## src/rtl/seq_mult_pkg.sv

```systemverilog
// Shared definitions for the sequential Booth multiplier.
// Build option: define SEQ_MULT_RADIX4_EN for radix-4 recoding (two multiplier
// bits per step); leave it undefined for radix-2 (one bit per step).
package seq_mult_pkg;

`ifdef SEQ_MULT_RADIX4_EN
    localparam int EXT_BITS  = 2;  // operand extension beyond WIDTH
    localparam int SHIFT     = 2;  // multiplier bits retired per step
    localparam int INSPECT_W = 3;  // {q1, q0, q(-1)}
`else
    localparam int EXT_BITS  = 1;
    localparam int SHIFT     = 1;
    localparam int INSPECT_W = 2;  // {q0, q(-1)}
`endif

    // Controller states, kept as plain constants for compatibility with the
    // existing ALU sequencer, which compares raw encodings.
    typedef logic [1:0] state_t;
    localparam state_t ST_IDLE = 2'd0;
    localparam state_t ST_RUN  = 2'd1;
    localparam state_t ST_DONE = 2'd2;

    // Selected multiple of M that is added to the accumulator in one step.
    typedef enum logic [2:0] {
        DIG_ZERO = 3'd0,
        DIG_POS1 = 3'd1,
        DIG_NEG1 = 3'd2,
        DIG_POS2 = 3'd3,
        DIG_NEG2 = 3'd4
    } booth_digit_t;

    // Iterations needed to consume the whole extended multiplier:
    // WIDTH+1 for radix-2, (WIDTH+2)/2 for radix-4.
    function automatic int mult_cycles(input int width);
        return (width + EXT_BITS) / SHIFT;
    endfunction

endpackage

```

## src/rtl/seq_mult_booth_recoder.sv

```systemverilog
// Combinational Booth recoder: maps the inspected multiplier bits to the
// multiple of M applied this step. Radix follows SEQ_MULT_RADIX4_EN.
module booth_recoder
    import seq_mult_pkg::*;
(
    input  logic [INSPECT_W-1:0] bits,
    output booth_digit_t         digit
);

    // Decode the multiplier window into a signed digit.
    always_comb begin
        // NOTE: default first so every path assigns digit and no latch is inferred.
        digit = DIG_ZERO;
`ifdef SEQ_MULT_RADIX4_EN
        case (bits)
            3'b001, 3'b010: digit = DIG_POS1;
            3'b011:         digit = DIG_POS2;
            3'b100:         digit = DIG_NEG2;
            3'b101, 3'b110: digit = DIG_NEG1;
            default:        digit = DIG_ZERO;
        endcase
`else
        case (bits)
            2'b01:   digit = DIG_POS1;
            2'b10:   digit = DIG_NEG1;
            default: digit = DIG_ZERO;
        endcase
`endif
    end

endmodule

```

## src/rtl/seq_booth_multiplier.sv

```systemverilog
// Sequential Booth multiplier with start/done handshake, one Booth step per
// clock. signed_mode selects two's-complement or unsigned operands.
// Build option: SEQ_MULT_RADIX4_EN selects radix-4 steps (shorter latency).
module seq_booth_multiplier
    import seq_mult_pkg::*;
#(
    parameter int WIDTH = 8
) (
    input  logic               clk,
    input  logic               rst_n,
    input  logic               start,
    input  logic               signed_mode,
    input  logic [WIDTH-1:0]   a,
    input  logic [WIDTH-1:0]   b,
    output logic               busy,
    output logic               done,
    output logic [2*WIDTH-1:0] result
);

    localparam int EW    = WIDTH + EXT_BITS;   // extended operand width
    localparam int AW    = EW + 1;             // accumulator keeps headroom for +/-2M
    localparam int N_CYC = mult_cycles(WIDTH);
    localparam int CW    = $clog2(N_CYC + 1);

    state_t          state;
    logic [CW-1:0]   cnt;
    logic [AW-1:0]   acc;
    logic [EW-1:0]   m_reg;
    logic [EW-1:0]   q_reg;
    logic            qm1;

    logic [EW-1:0]   a_ext;
    logic [EW-1:0]   b_ext;
    logic [AW-1:0]   m_ext;
    logic [AW-1:0]   addend;
    logic [AW-1:0]   sum;
    logic [AW+EW:0]  step_in;
    logic [AW+EW:0]  step_out;
    logic [AW-1:0]   next_acc;
    logic [EW-1:0]   next_q;
    logic            next_qm1;
    booth_digit_t    digit;

    // Sign- or zero-extend the operands as they are captured.
    assign a_ext = signed_mode ? {{EXT_BITS{a[WIDTH-1]}}, a} : {{EXT_BITS{1'b0}}, a};
    assign b_ext = signed_mode ? {{EXT_BITS{b[WIDTH-1]}}, b} : {{EXT_BITS{1'b0}}, b};
    assign m_ext = {m_reg[EW-1], m_reg};

    booth_recoder u_recoder (
        .bits  ({q_reg[INSPECT_W-2:0], qm1}),
        .digit (digit)
    );

    // One Booth step: add the selected multiple of M, then arithmetic shift
    // the whole {acc, q, q(-1)} register right.
    always_comb begin
        addend = '0;
        case (digit)
            DIG_POS1: addend = m_ext;
            DIG_NEG1: addend = -m_ext;
            DIG_POS2: addend = {m_ext[AW-2:0], 1'b0};
            DIG_NEG2: addend = -{m_ext[AW-2:0], 1'b0};
            default:  addend = '0;
        endcase
        sum      = acc + addend;
        step_in  = {sum, q_reg, qm1};
        step_out = $signed(step_in) >>> SHIFT;
        next_acc = step_out[AW+EW -: AW];
        next_q   = step_out[EW:1];
        next_qm1 = step_out[0];
    end

    assign busy = (state == ST_RUN);
    assign done = (state == ST_DONE);

    // Controller, iteration counter, datapath registers and result register.
    always_ff @(posedge clk or negedge rst_n) begin
        if (!rst_n) begin
            // NOTE: every datapath register is reset too, so an aborted
            // operation leaves no residue in acc/q/counter.
            state  <= ST_IDLE;
            cnt    <= '0;
            acc    <= '0;
            m_reg  <= '0;
            q_reg  <= '0;
            qm1    <= 1'b0;
            result <= '0;
        end else begin
            // NOTE: non-blocking assignments so every register samples the
            // pre-edge values computed by the step logic.
            case (state)
                ST_IDLE, ST_DONE: begin
                    if (start) begin
                        state <= ST_RUN;
                        m_reg <= a_ext;
                        q_reg <= b_ext;
                        acc   <= '0;
                        qm1   <= 1'b0;
                        cnt   <= CW'(N_CYC);
                    end else begin
                        state <= ST_IDLE;
                    end
                end
                ST_RUN: begin
                    acc   <= next_acc;
                    q_reg <= next_q;
                    qm1   <= next_qm1;
                    cnt   <= cnt - 1'b1;
                    if (cnt == CW'(1)) begin
                        state  <= ST_DONE;
                        result <= {next_acc[2*WIDTH-EW-1:0], next_q};
                    end
                end
                default: state <= ST_IDLE;
            endcase
        end
    end

endmodule

```

## config.mk

```make
export PLATFORM = sky130hd
export DESIGN_NAME = seq_booth_multiplier
export DESIGN_NICKNAME = d
export VERILOG_FILES = /design/src/rtl/seq_mult_pkg.sv /design/src/rtl/seq_mult_booth_recoder.sv /design/src/rtl/seq_booth_multiplier.sv
export SDC_FILE = /design/constraint.sdc
export NUM_CORES = 1
export LEC_CHECK = 0
export ABC_AREA = 1
export ABC_CLOCK_PERIOD_IN_PS = 6300
export CAP_MARGIN = 25
export CORE_MARGIN = 2
export CORE_UTILIZATION = 55
export DETAILED_ROUTE_END_ITERATION = 16
export MAX_ROUTING_LAYER = met4
export PLACE_DENSITY = 0.79
export REMOVE_ABC_BUFFERS = 1
export SETUP_SLACK_MARGIN = 0.2
export SLEW_MARGIN = 20
export SYNTH_ARGS = -nofsm -noshare
export SYNTH_HDL_FRONTEND = slang
export SYNTH_SLANG_ARGS = --single-unit
export TNS_END_PERCENT = 1
```

## constraint.sdc

```tcl
create_clock -name clk -period 6.3 [get_ports clk]
set_input_delay 1.26 -clock clk [delete_from_list [all_inputs] [get_ports clk]]
set_output_delay 1.26 -clock clk [all_outputs]
set_load 0.1 [all_outputs]
```

==> flow_summary.json <==
{
  "cp_num_buf_inv": 1,
  "core_area_um2": 5075,
  "nNetsFinal": 434,
  "grt_pass1_vias": 2299,
  "finClkSkew_ns": 0.006373,
  "grt_pass1_wl_um": 10340,
  "critical-path-top-delay-family": "buffers and inverters",
  "pin_count": 38,
  "critical_path_required_ns": 5.04,
  "numPortBuffers": 37,
  "vias_per_cell": 5.168,
  "hold_depth": 2,
  "slew_viol_final": 0,
  "cts-root-buf": "clkbuf_8",
  "slew_headroom": 0.3494,
  "yosysMostFrequentCell": "nand2_1",
  "synth-edff-count": 0,
  "cp_max_fo": 18,
  "synth_ff_type": "dfrtp_1",
  "start_kind": "register",
  "antenna_found_initial": 0,
  "crit_type": "register to output port",
  "avgSynthCellArea_um2": 7.901,
  "cts_tree": "built",
  "num_antenna_cells": 0,
  "crit_slowest_cell": "clkdlybuf4s50_1",
  "detail-route-antenna-nets": 0,
  "synth_area_leaders": "dfrtp_1 (44%), nand2_1 (17%), ha_1 (6.6%), nand3_1 (6.3%), o21ai_0 (3.5%)",
  "cts_made_buffers": 5,
  "max_freq_mhz": 283.5,
  "crit_chain": "nor2_8 -> clkdlybuf4s50_1",
  "yosysWarnings": 0,
  "first_pass_iters": 4,
  "final_core_util": 0.6620,
  "worstReg2RegEnd": "acc[8]",
  "die_x_um": 76.12,
  "min_to": "result[10]",
  "finalCritPeriodShare": 0.5600,
  "setup_viol": 0,
  "grt_setup_unrepaired": "false",
  "rr_worst_depth": 16,
  "synth_cells": 362,
  "synth_common_cells": "nand2_1 (129), dfrtp_1 (50), nand3_1 (36)",
  "r2r-start": "m_reg[0]",
  "numClockSinks": 50,
  "routed_wl_um": 5872,
  "fp.dieH_um": 76.12,
  "hold_viol": 0,
  "postCtsSetupBuffers": 0,
  "route.vias.total": 2424,
  "grt_max_degree": 51,
  "drv_cap": 0,
  "yosysTopAreaCellShare": 0.4374,
  "min_period_ns": 3.528,
  "htreeDepth": 2,
  "cp.depth": 2,
  "row_count": 26,
  "worst_pin_slew_ns": 0.9728,
  "synthesis.area_um2": 2860,
  "cts.path.max_buffers": 2,
  "dieArea_um2": 5793,
  "seq_area_frac_synth": 0.4374,
  "grt-ovfl-total": 0,
  "largest_reg_flops": 16,
  "synth.distinct_cells": 36,
  "track_usage": 0.2237,
  "area_delta_synth_final_pct": 17.45,
  "async_flop_share": 1.000,
  "setup-tns-final_ns": 0,
  "largest_register": "result",
  "drtIter0Drc": 135,
  "cts.reportedPaths.clkPinSlew_ns": 0.10,
  "ys_ff_latch": 50,
  "dp_hpwl_um": 4319,
  "status": "finished clean",
  "hp-class": "register to register",
  "gp_congestion": 0.8206,
  "critical-path-max-stage-delay_ns": 1.20,
  "r2r_slack_ns": 3.58,
  "cp.arrival_ns": 2.27,
  "clk_latency_ns": 0.31,
  "initial_core_util": 0.5636,
  "layout-drive-gt1-share": 0.09273,
  "drt-wirelength-per-cell_um": 12.52,
  "crit_path_end_kind": "output port",
  "holdBufCountCts": 0,
  "synth_top_cell_by_area": "dfrtp_1",
  "min-delay-start": "result[10]",
  "cts_resized": 0,
  "nFillCells": 467,
  "drt_drc_violations_left": 0
}
==> logic make-up after synthesis <==
group	Yosys count	synth area share
and+or+nand+nor	195	0.3032
AOI/OAI and AO/OA	53	0.1046
DFF	50	0.4374
buffers and inverters	44	0.06998
adders and majority gates	16	0.07262
xor gates and xnor gates	4	0.01225
==> final cells by class <==
cell class              instances  area [µm²]  area share
clock buffers                   6       82.58     0.02458
clock inverters                 2       17.52    0.005214
flip-flops and latches         50        1251      0.3724
repair buffers                 38       372.9      0.1110
multi-input cells             268        1409      0.4194
inverters                      35       138.9     0.04134
well taps                      70       87.58     0.02607
==> through the flow <==
step | hold WS [ns] | instances | setup slack [ns] | instance area (µm²)
global route | 0.5133 | 469 | 2.723 | 3359
detailed placement | 0.4588 | 461 | 3.110 | 3259
floorplan | 0.4530 | 353 | 3.310 | 2799
finish | 0.4813 | 469 | 2.772 | 3359
CTS | 0.4826 | 469 | 2.766 | 3359
global placement | 0.4551 | 461 | 3.118 | 3259
==> worst reg2reg max path, delay by kind of cell (launching register included) <==
family	cells	cell delay [ns]
AND/OR/NAND/NOR	9	0.84
buffers and inverters	1	0.16
flip-flops	1	0.43
adder cells (fa/ha/maj)	2	0.50
AO/OA/AOI/OAI	4	0.70
==> cell usage in the layout, fill, tap and decap left out, types with 2 or more instances in the layout <==
cell / Yosys / layout
clkdlybuf4s50_1: 0 / 36
xnor2_1: 4 / 4
nand3_1: 36 / 36
nor3_1: 2 / 2
nand2_1: 129 / 129
inv_2: 9 / 9
o21bai_1: 2 / 2
nor2_8: 2 / 2
dfrtp_1: 50 / 50
inv_1: 22 / 22
o22ai_1: 2 / 2
a31oi_1: 8 / 8
nand3_2: 2 / 2
nand2_2: 6 / 6
o21ai_1: 8 / 8
ha_1: 15 / 15
clkbuf_8: 0 / 6
clkinv_4: 0 / 2
o21ai_0: 20 / 20
inv_4: 3 / 3
nor2_1: 13 / 13
a21oi_1: 8 / 8
==> worst max path at each step <==
stage	end	start	slack, ns
5_1_grt	busy	state[1]	2.72
3_3_place_gp	busy	state[1]	3.12
4_1_cts	busy	state[1]	2.77
6_report	busy	state[1]	2.77
2_1_floorplan	done	state[1]	3.31
3_5_place_dp	busy	state[1]	3.11
==> layer usage <==
metal	track usage	vias up	routed length (µm)
met5	-	-	0
li1	-	1245	-
met1	0.3002	1130	2775
met3	0.04147	4	186
met4	0.06000	0	49
met2	0.3536	45	2860
Power is left out: the tool's default activity adds up to more than one toggle a clock period on the data nets, which glitch-free logic cannot reach.
